$ cat config.mk
export PLATFORM = sky130hd
export DESIGN_NAME = scaler_cfg_ctrl_flat
export DESIGN_NICKNAME = d
export VERILOG_FILES = /design/src/rtl/scaler_cfg_ctrl_if.sv /design/src/rtl/scaler_cfg_ctrl.sv /design/src/flat_wrapper.sv
export SDC_FILE = /design/constraint.sdc
export NUM_CORES = 1
export LEC_CHECK = 0
export ABC_AREA = 1
export CORE_ASPECT_RATIO = 0.7
export CORE_UTILIZATION = 60
export CTS_BUF_LIST = sky130_fd_sc_hd__clkbuf_8
export CTS_CLUSTER_DIAMETER = 40
export DETAILED_ROUTE_END_ITERATION = 8
export DONT_BUFFER_PORTS = 1
export GPL_ROUTABILITY_DRIVEN = 0
export PLACE_DENSITY = 0.76
export SYNTH_ARGS = -nofsm -noshare
export SYNTH_HDL_FRONTEND = slang
export SYNTH_SLANG_ARGS = --single-unit
$ cat constraint.sdc
create_clock -name clk_in1 -period 2.66 [get_ports clk_in1]
set_input_delay 0.266 -clock clk_in1 [delete_from_list [all_inputs] [get_ports clk_in1]]
set_output_delay 0.266 -clock clk_in1 [all_outputs]
set_load 0.02 [all_outputs]
$ cat src/rtl/scaler_cfg_ctrl_if.sv
// Geometry request handshake between the host and scaler_cfg_ctrl.
// The host drives a geometry and cfg_valid; the controller answers with cfg_ready.
interface scaler_cfg_ctrl_if #(
  parameter int C_DIM_W = 12
);
  logic               cfg_valid;
  logic               cfg_ready;
  logic [C_DIM_W-1:0] cfg_src_width;
  logic [C_DIM_W-1:0] cfg_src_height;
  logic [C_DIM_W-1:0] cfg_dst_width;
  logic [C_DIM_W-1:0] cfg_dst_height;

  modport master (
    output cfg_valid,
    output cfg_src_width,
    output cfg_src_height,
    output cfg_dst_width,
    output cfg_dst_height,
    input  cfg_ready
  );

  modport slave (
    input  cfg_valid,
    input  cfg_src_width,
    input  cfg_src_height,
    input  cfg_dst_width,
    input  cfg_dst_height,
    output cfg_ready
  );
endinterface

$ cat src/rtl/scaler_cfg_ctrl.sv
// Scaler geometry controller: computes the x/y ratios with one shared divider.
// The new geometry reaches the scaler's shadow outputs only inside a frame gap.
module scaler_cfg_ctrl #(
  parameter int C_DIM_W       = 12,
  parameter int C_FRAC_W      = 16,
  parameter int C_RATIO_W     = C_DIM_W + C_FRAC_W,
  parameter int C_DEF_SRC_W   = 640,
  parameter int C_DEF_SRC_H   = 480,
  parameter int C_DEF_DST_W   = 1024,
  parameter int C_DEF_DST_H   = 768,
  parameter int C_DEF_X_RATIO = 40960,
  parameter int C_DEF_Y_RATIO = 40960
) (
  input  logic                 clk_in1,
  input  logic                 rst_n,
  scaler_cfg_ctrl_if.slave     cfg,
  input  logic                 per_img_vsync,
  output logic [C_DIM_W-1:0]   src_img_width,
  output logic [C_DIM_W-1:0]   src_img_height,
  output logic [C_DIM_W-1:0]   dst_img_width,
  output logic [C_DIM_W-1:0]   dst_img_height,
  output logic [C_RATIO_W-1:0] x_ratio,
  output logic [C_RATIO_W-1:0] y_ratio,
  output logic                 cfg_busy,
  output logic                 cfg_update,
  output logic                 cfg_err
);

  localparam int REM_W = C_DIM_W + 1;
  localparam int TRY_W = C_DIM_W + 2;
  localparam int CNT_W = $clog2(C_RATIO_W);
  localparam logic [CNT_W-1:0] CNT_LAST = CNT_W'(C_RATIO_W - 1);

  typedef enum logic [2:0] {
    IDLE,
    ERR,
    DIV_X,
    DIV_Y,
    PEND
  } state_t;

  state_t state;
  state_t state_nxt;

  logic [C_DIM_W-1:0]   cap_src_w;
  logic [C_DIM_W-1:0]   cap_src_h;
  logic [C_DIM_W-1:0]   cap_dst_w;
  logic [C_DIM_W-1:0]   cap_dst_h;
  logic [C_RATIO_W-1:0] pend_x;
  logic [C_RATIO_W-1:0] pend_y;

  logic [REM_W-1:0]     rem;
  logic [C_RATIO_W-1:0] dvd;
  logic [CNT_W-1:0]     cnt;
  logic                 vsync_d;

  logic                 accept;
  logic                 dim_zero;
  logic                 div_run;
  logic                 div_last;
  logic                 gap;
  logic [C_DIM_W-1:0]   divisor;
  logic [TRY_W-1:0]     trial;
  logic                 ge;
  logic [REM_W-1:0]     rem_nxt;
  logic [C_RATIO_W-1:0] q_nxt;

  assign accept   = cfg.cfg_valid && (state == IDLE);
  assign dim_zero = (cfg.cfg_src_width  == '0) ||
                    (cfg.cfg_src_height == '0) ||
                    (cfg.cfg_dst_width  == '0) ||
                    (cfg.cfg_dst_height == '0);
  assign div_run  = (state == DIV_X) || (state == DIV_Y);
  assign div_last = (cnt == CNT_LAST);
  assign gap      = !per_img_vsync && !vsync_d;

  // One restoring-division step: shift in the next dividend bit, subtract if it fits.
  always_comb begin
    divisor = (state == DIV_Y) ? cap_dst_h : cap_dst_w;
    trial   = {rem, dvd[C_RATIO_W-1]};
    ge      = (trial >= {2'b00, divisor});
    rem_nxt = ge ? REM_W'(trial - {2'b00, divisor})
                 : trial[REM_W-1:0];
    q_nxt   = {dvd[C_RATIO_W-2:0], ge};
  end

  // State register.
  always_ff @(posedge clk_in1 or negedge rst_n) begin
    if (!rst_n) state <= IDLE;
    else        state <= state_nxt;
  end

  // Next-state decode.
  always_comb begin
    state_nxt = state;
    unique case (state)
      IDLE:  if (accept) state_nxt = dim_zero ? ERR : DIV_X;
      ERR:   state_nxt = IDLE;
      DIV_X: if (div_last) state_nxt = DIV_Y;
      DIV_Y: if (div_last) state_nxt = PEND;
      PEND:  if (gap) state_nxt = IDLE;
      default: state_nxt = IDLE;
    endcase
  end

  // Handshake and status outputs follow the state directly.
  always_comb begin
    cfg.cfg_ready = (state == IDLE);
    cfg_busy      = (state != IDLE);
  end

  // Request capture and the shared divider datapath.
  always_ff @(posedge clk_in1 or negedge rst_n) begin
    if (!rst_n) begin
      cap_src_w <= '0;
      cap_src_h <= '0;
      cap_dst_w <= '0;
      cap_dst_h <= '0;
      pend_x    <= '0;
      pend_y    <= '0;
      rem       <= '0;
      dvd       <= '0;
      cnt       <= '0;
    end else if (accept) begin
      cap_src_w <= cfg.cfg_src_width;
      cap_src_h <= cfg.cfg_src_height;
      cap_dst_w <= cfg.cfg_dst_width;
      cap_dst_h <= cfg.cfg_dst_height;
      rem       <= '0;
      dvd       <= {cfg.cfg_src_width, {C_FRAC_W{1'b0}}};
      cnt       <= '0;
    end else if (div_run) begin
      if (div_last) begin
        cnt <= '0;
        rem <= '0;
        if (state == DIV_X) begin
          pend_x <= q_nxt;
          dvd    <= {cap_src_h, {C_FRAC_W{1'b0}}};
        end else begin
          pend_y <= q_nxt;
          dvd    <= q_nxt;
        end
      end else begin
        cnt <= cnt + 1'b1;
        rem <= rem_nxt;
        dvd <= q_nxt;
      end
    end
  end

  // Shadow outputs load together in a frame gap; error flag is sticky.
  always_ff @(posedge clk_in1 or negedge rst_n) begin
    if (!rst_n) begin
      src_img_width  <= C_DIM_W'(C_DEF_SRC_W);
      src_img_height <= C_DIM_W'(C_DEF_SRC_H);
      dst_img_width  <= C_DIM_W'(C_DEF_DST_W);
      dst_img_height <= C_DIM_W'(C_DEF_DST_H);
      x_ratio        <= C_RATIO_W'(C_DEF_X_RATIO);
      y_ratio        <= C_RATIO_W'(C_DEF_Y_RATIO);
      cfg_update     <= 1'b0;
      cfg_err        <= 1'b0;
      vsync_d        <= 1'b0;
    end else begin
      vsync_d    <= per_img_vsync;
      cfg_update <= 1'b0;
      if (accept) cfg_err <= 1'b0;
      else if (state == ERR) cfg_err <= 1'b1;
      if ((state == PEND) && gap) begin
        src_img_width  <= cap_src_w;
        src_img_height <= cap_src_h;
        dst_img_width  <= cap_dst_w;
        dst_img_height <= cap_dst_h;
        x_ratio        <= pend_x;
        y_ratio        <= pend_y;
        cfg_update     <= 1'b1;
      end
    end
  end

endmodule
$ cat src/flat_wrapper.sv
// flat-port wrapper written by rule: the top's interface ports become plain ports
module scaler_cfg_ctrl_flat 
#(
  parameter int C_DIM_W       = 12,
  parameter int C_FRAC_W      = 16,
  parameter int C_RATIO_W     = C_DIM_W + C_FRAC_W,
  parameter int C_DEF_SRC_W   = 640,
  parameter int C_DEF_SRC_H   = 480,
  parameter int C_DEF_DST_W   = 1024,
  parameter int C_DEF_DST_H   = 768,
  parameter int C_DEF_X_RATIO = 40960,
  parameter int C_DEF_Y_RATIO = 40960
)
  (clk_in1, rst_n, per_img_vsync, src_img_width, src_img_height, dst_img_width, dst_img_height, x_ratio, y_ratio, cfg_busy, cfg_update, cfg_err, cfg_cfg_valid, cfg_cfg_src_width, cfg_cfg_src_height, cfg_cfg_dst_width, cfg_cfg_dst_height, cfg_cfg_ready);
  scaler_cfg_ctrl_if #(.C_DIM_W(C_DIM_W)) cfg_i ();
  input  logic clk_in1;
  input  logic rst_n;
  input  logic per_img_vsync;
  output logic [C_DIM_W-1:0] src_img_width;
  output logic [C_DIM_W-1:0] src_img_height;
  output logic [C_DIM_W-1:0] dst_img_width;
  output logic [C_DIM_W-1:0] dst_img_height;
  output logic [C_RATIO_W-1:0] x_ratio;
  output logic [C_RATIO_W-1:0] y_ratio;
  output logic cfg_busy;
  output logic cfg_update;
  output logic cfg_err;
  input wire logic [$bits(cfg_i.cfg_valid)-1:0] cfg_cfg_valid;
  input wire logic [$bits(cfg_i.cfg_src_width)-1:0] cfg_cfg_src_width;
  input wire logic [$bits(cfg_i.cfg_src_height)-1:0] cfg_cfg_src_height;
  input wire logic [$bits(cfg_i.cfg_dst_width)-1:0] cfg_cfg_dst_width;
  input wire logic [$bits(cfg_i.cfg_dst_height)-1:0] cfg_cfg_dst_height;
  output wire logic [$bits(cfg_i.cfg_ready)-1:0] cfg_cfg_ready;
  assign cfg_i.cfg_valid = cfg_cfg_valid;
  assign cfg_i.cfg_src_width = cfg_cfg_src_width;
  assign cfg_i.cfg_src_height = cfg_cfg_src_height;
  assign cfg_i.cfg_dst_width = cfg_cfg_dst_width;
  assign cfg_i.cfg_dst_height = cfg_cfg_dst_height;
  assign cfg_cfg_ready = cfg_i.cfg_ready;
  scaler_cfg_ctrl #(.C_DIM_W(C_DIM_W), .C_FRAC_W(C_FRAC_W), .C_RATIO_W(C_RATIO_W), .C_DEF_SRC_W(C_DEF_SRC_W), .C_DEF_SRC_H(C_DEF_SRC_H), .C_DEF_DST_W(C_DEF_DST_W), .C_DEF_DST_H(C_DEF_DST_H), .C_DEF_X_RATIO(C_DEF_X_RATIO), .C_DEF_Y_RATIO(C_DEF_Y_RATIO)) u_core (.clk_in1(clk_in1), .rst_n(rst_n), .cfg(cfg_i), .per_img_vsync(per_img_vsync), .src_img_width(src_img_width), .src_img_height(src_img_height), .dst_img_width(dst_img_width), .dst_img_height(dst_img_height), .x_ratio(x_ratio), .y_ratio(y_ratio), .cfg_busy(cfg_busy), .cfg_update(cfg_update), .cfg_err(cfg_err));
endmodule
# ---- After elaboration in Yosys (flattened, before gate mapping)
# Cells that the tools add are included.
# Widths: inputs -> output; s select.
dict set report op_classes {
  addsub 2
  n_lt_le_gt_ge 1
  eq_ne 9
  mux 21
  bitwise 2
  n_reduce_logical 20
}
# cell n
set ops {}
lappend ops {{$mux 28} 4}
lappend ops {{$mux 13} 4}
lappend ops {{$logic_not 12->1} 4}
lappend ops {{$mux 5} 3}
lappend ops {{$ge 14x12->1} 1}
lappend ops {{$sub 13x12->13} 1}
lappend ops {{$mux 12} 1}
lappend ops {{$mux 3} 4}
lappend ops {{$pmux 3 s4} 1}
lappend ops {{$reduce_and 4->1} 3}
lappend ops {{$ne 2x1->1 const B} 4}
lappend ops {{$eq 3x2->1 const B} 2}
lappend ops {{$add 5x1->5 const B} 1}
lappend ops {{$eq 5x5->1 const B} 1}
lappend ops {{$logic_or 1x1->1} 4}
lappend ops {{$reduce_bool 2->1} 2}
lappend ops {{$eq 3x1->1 const B} 1}
lappend ops {{$eq 3x3->1 const B} 1}
lappend ops {{$logic_and 1x1->1} 3}
lappend ops {{$logic_not 3->1} 1}
lappend ops {{$mux 1} 3}
lappend ops {{$reduce_bool 3->1} 1}
lappend ops {{$logic_not 1->1} 2}
lappend ops {{$mux 2} 1}
lappend ops {{$not 1->1} 2}
dict set report totals {
  ff_bits 260
  output_inout_bits 108
  wordCells 74
}

# ---- Logic depth before layout (Yosys ltp)
dict set report logic_depth {
  ltp_word 7
  mapped_depth 19
  mapped_depth_nobuf 19
}

# ---- Worst setup path before layout
# No wires, ideal clock.
dict set report synth_timing {
  path_kind {register to register}
  start {reg u_core.state[1]}
  end {reg u_core.rem[6]}
  arrival_ns 2.520
  required_ns 2.595
  setup_slack_ns 0.075
  stages_incl_launch_ff 20
  synth_period_minus_slack_ns 2.585
  cell_sequence {dfrtp_1 > inv_1 > nor2_4 > inv_2 > nor2_8 > buf_1 > o21ai_0 > ha_1 > inv_1 > fa_1 > nand2_2 > nand2_2 > nand3_1 > nand2_1 > nand2_1 > nand3_4 > buf_12 > nand2_2 > nand3_2 > nand2_1}
}
dict set report synth_via {
  elab_chain_cells 7
  elab_cells_between_ends 13
  cone_classes {add/sub (1); order compare (1); eq/ne (2); mux (5); reduce/logical (4)}
}
# item line_no
set synth_lines {}
lappend synth_lines {{start: declaration} scaler_cfg_ctrl.sv:42} ;# state_t state;
lappend synth_lines {{start signal: assignment} scaler_cfg_ctrl.sv:90} ;# else state <= state_nxt;
lappend synth_lines {{$eq 3x2->1} {scaler_cfg_ctrl.sv:73, scaler_cfg_ctrl.sv:79}}
lappend synth_lines {{$mux 12} scaler_cfg_ctrl.sv:79} ;# divisor = (state == DIV_Y) ? cap_dst_h : cap_dst_w;
lappend synth_lines {{$sub 13x12->13 / $ge 14x12->1 (equally long branches)} {scaler_cfg_ctrl.sv:82, scaler_cfg_ctrl.sv:81}}
lappend synth_lines {{$mux 13} scaler_cfg_ctrl.sv:82} ;# rem_nxt = ge ? REM_W'(trial - {2'b00, divisor})
lappend synth_lines {{$mux 13} scaler_cfg_ctrl.sv:133} ;# if (div_last) begin
lappend synth_lines {{$mux 13} scaler_cfg_ctrl.sv:132} ;# end else if (div_run) begin
lappend synth_lines {{$mux 13} scaler_cfg_ctrl.sv:124} ;# end else if (accept) begin
lappend synth_lines {{end signal: assignment} scaler_cfg_ctrl.sv:145} ;# rem <= rem_nxt;
lappend synth_lines {{end: declaration} scaler_cfg_ctrl.sv:52} ;# logic [REM_W-1:0] rem;
# Parallel ways exist; a longest one is shown, timed or not. The select of a mux whose other input is x is not followed.
# A chain may end at the register's enable or synchronous reset.

# ---- Worst setup path after layout
dict set report layout_timing {
  start {reg u_core.state[0]}
  end {reg u_core.rem[9]}
}
# Same word-level chain as after synthesis.

==> impl_metrics.tcl <==
set metrics [dict create \
    grt_usage_pct 28.2 \
    antenna_cells 0 \
    die-width_um 165 \
    crit_path_end_kind "register" \
    dp_cells 1478 \
    path_max_fanout 7 \
    detailed_place.area_um2 11400 \
    grt_max_degree 261 \
    setup_ws_ns -0.0602 \
    final_max_slew_viol_count 0 \
    total_power_w 0.0163 \
    final_cells 1615 \
    clock_path_buffers 3 \
    ys.flop_type "dfrtp_1" \
    dieArea_um2 19200 \
    ys_seq_area_share_pct 58.4 \
    path_class "reg -> reg" \
    finalInstanceArea_um2 12900 \
    finalNetCount 1415 \
    grt_pass1_wl_mm 42.0 \
    wire_per_inst_um 16.6 \
    synthArstFlopShare_pct 100 \
    cts_tree "built" \
    ant_nets 0 \
    ir_drop_mv 0.726 \
    rsz0062_at_grt "yes" \
    cts.sinks 260 \
    syn_area_um2 11200 \
    max-slew-margin-rel_pct 36.8 \
    postSynthCellCount 1282 \
    rrSetupSlack_ns -0.06 \
    fin_hold_ws_ns -0.537 \
    synth_edf_count 0 \
    hold_viol 260 \
    synth.net_count 1348 \
    drc 0 \
    syn_to_final_growth_pct 15.6 \
    setup_tns_ns -0.209 \
    power_leakage_nw 6.55 \
    setup_viol 6 \
    status "finished, violations left" \
    ys_types 40 \
    violations "hold timing, setup timing" \
    wirelength_mm 26.7 \
    fp-row-count 41 \
    core_um2 18100 \
    drtPass1Iterations 5 \
    layout_commonest_cell "nand2_1" \
    max_freq_mhz 368 \
    hpwlAfterDp_mm 16.6 \
    clk_latency_ns 0.53 \
    grt_pass1_vias 8211 \
    tightestPinTransition_ns 0.946 \
    root_buffer "clkbuf_8" \
    yosysWarnings 0 \
    finalCriticalPeriod_ns 2.72 \
    via_per_inst 5.45 \
    final_cell_mix "430 x nand2_1, 247 x dfrtp_1, 161 x o21ai_0" \
    required_ns 3.08 \
    clkTransAtPathRegs_ns 0.06 \
    antenna_found_initial 0 \
    hold_class "in -> async" \
    die_h_um 116 \
    avgSynthCellArea_um2 8.72 \
    grt-ovfl-total 0 \
    p_per_area_nw_per_um2 1260 \
    finClkSkew_ns 0.0348 \
    ctsHoldBuffers 49 \
    start_util_pct 61.7 \
    fin_crit_sh_pct 102 \
    numCtsBuffers 38 \
    port_buffers 0 \
    drt_iter0_drc 729 \
    start_kind "register" \
    drive_above_1_share_pct 11.2 \
    htreeDepth 2 \
    maxCapViolCount 0 \
    num_vias 8809 \
    io_pins 160 \
    synth-seq-cells 260 \
    arrival_ns 3.14 \
]
## synthesized netlist by cell type (all sizes together) (5+ instances only)
master / n / share of area [%]
o22ai: 17 / 0.95
buf: 35 / 1.9
nand3b: 8 / 0.54
o21ai: 204 / 9.2
inv: 139 / 4.7
ha: 13 / 1.5
nand2: 441 / 15
nor2: 65 / 2.6
dfstp: 13 / 3.1
nand4: 8 / 0.56
a21oi: 15 / 0.71
clkbuf: 22 / 0.74
dfrtp: 247 / 55
xor2: 5 / 0.39
nand3: 36 / 2.0
o211ai: 5 / 0.34
## per-stage QoR
| stage | setup WS [ns] | util [%] |
|---|---|---|
| floorplan | 0.0747 | - |
| global placement | 0.0421 | 62.8 |
| detailed placement | -0.0726 | 62.8 |
| CTS | 0.00452 | 69.9 |
| global route | -0.168 | 71.4 |
| finish | -0.0602 | 71.4 |
## report_power, final
group          internal (W)  total (W)  switching (W)
Clock               0.00168    0.00317        0.00150
Combinational       0.00282    0.00727        0.00445
Sequential          0.00510    0.00581       0.000712
Total               0.00959     0.0163        0.00666
## timing repair
action / 4_1_cts / 5_1_grt
endpoints found under the setup margin: 9 / 16
pin swaps: 1 / 20
gates resized for setup: 1 / 48
cloned: 1 / 4
hold endpoints to repair: 319 / 260
buffers inserted: 1 / 12
## worst paths after layout
| check | startpoint | depth (start not counted) | end |
|---|---|---|---|
| max | u_core.state[0]$_DFFE_PN0P_ | 14 | u_core.rem[9]$_DFFE_PN0P_ |
| min | rst_n | 0 | u_core.rem[5]$_DFFE_PN0P_ |
| max reg2reg | u_core.state[0]$_DFFE_PN0P_ | 14 | u_core.rem[9]$_DFFE_PN0P_ |
| min reg2reg | u_core.pend_y[8]$_DFFE_PN0P_ | 2 | u_core.y_ratio[8]$_DFFE_PN0P_ |
| max in group asynchronous | rst_n | 0 | u_core.dst_img_height[10]$_DFFE_PN0P_ |
| min in group clk_in1 | cfg_cfg_valid | 4 | u_core.state[1]$_DFFE_PN0P_ |
## cell type report
type / instances / area (um2)
Clock buffer: 46 / 633
Tap cell: 236 / 295
Clock inverter: 24 / 131
Timing Repair Buffer: 80 / 797
Inverter: 140 / 532
Fill cell: 1326 / 5190
Sequential cell: 260 / 6520
Multi-Input combinational cell: 829 / 4010
## state kept, by name, summed over array words and instances (netlist names), 3 cells and up
signal	cells
u_core.cap_dst_h	12
u_core.cap_src_h	12
u_core.dst_img_height	12
u_core.cnt	5
u_core.pend_x	28
u_core.pend_y	28
u_core.src_img_width	12
u_core.x_ratio	28
u_core.state	3
u_core.cap_dst_w	12
u_core.cap_src_w	12
u_core.rem	13
u_core.src_img_height	12
u_core.y_ratio	28
u_core.dst_img_width	12
u_core.dvd	28
## critical path, stage by stage, from the launching register on
cell and delay (ns):
dfrtp_1 0.44, clkinvlp_4 0.26, nor2_4 0.23, o21ai_0 0.22, ha_1 0.47, inv_1 0.09
nand2_1 0.14, nand3_2 0.12, nand2_4 0.11, nand2_4 0.09, nand3_4 0.15, buf_12 0.13
nand3_4 0.06, nand3_2 0.06, nand2_1 0.05
## cells by family (layout without fill, tap and decap cells)
| logic type | count (synthesis) | count (layout) | share of synthesized area (%) |
|---|---|---|---|
| simple gates | 560 | 564 | 20.7 |
| buf+inv | 197 | 290 | 7.33 |
| compound gates | 245 | 245 | 11.5 |
| flops | 260 | 260 | 58.4 |
| xor+xnor | 6 | 6 | 0.470 |
| fa+ha+maj | 14 | 14 | 1.63 |
## metal layers
| metal | up-vias | track usage, % | share of wire (%) |
|---|---|---|---|
| met5 | - | 0 | 0 |
| met4 | 0 | 7.77 | 1.9 |
| met3 | 53 | 8.74 | 9.1 |
| met2 | 351 | 39.9 | 43 |
| met1 | 4202 | 41.9 | 46 |
| li1 | 4203 | - | - |
No activity file was read; power rests on OpenSTA's default activity.
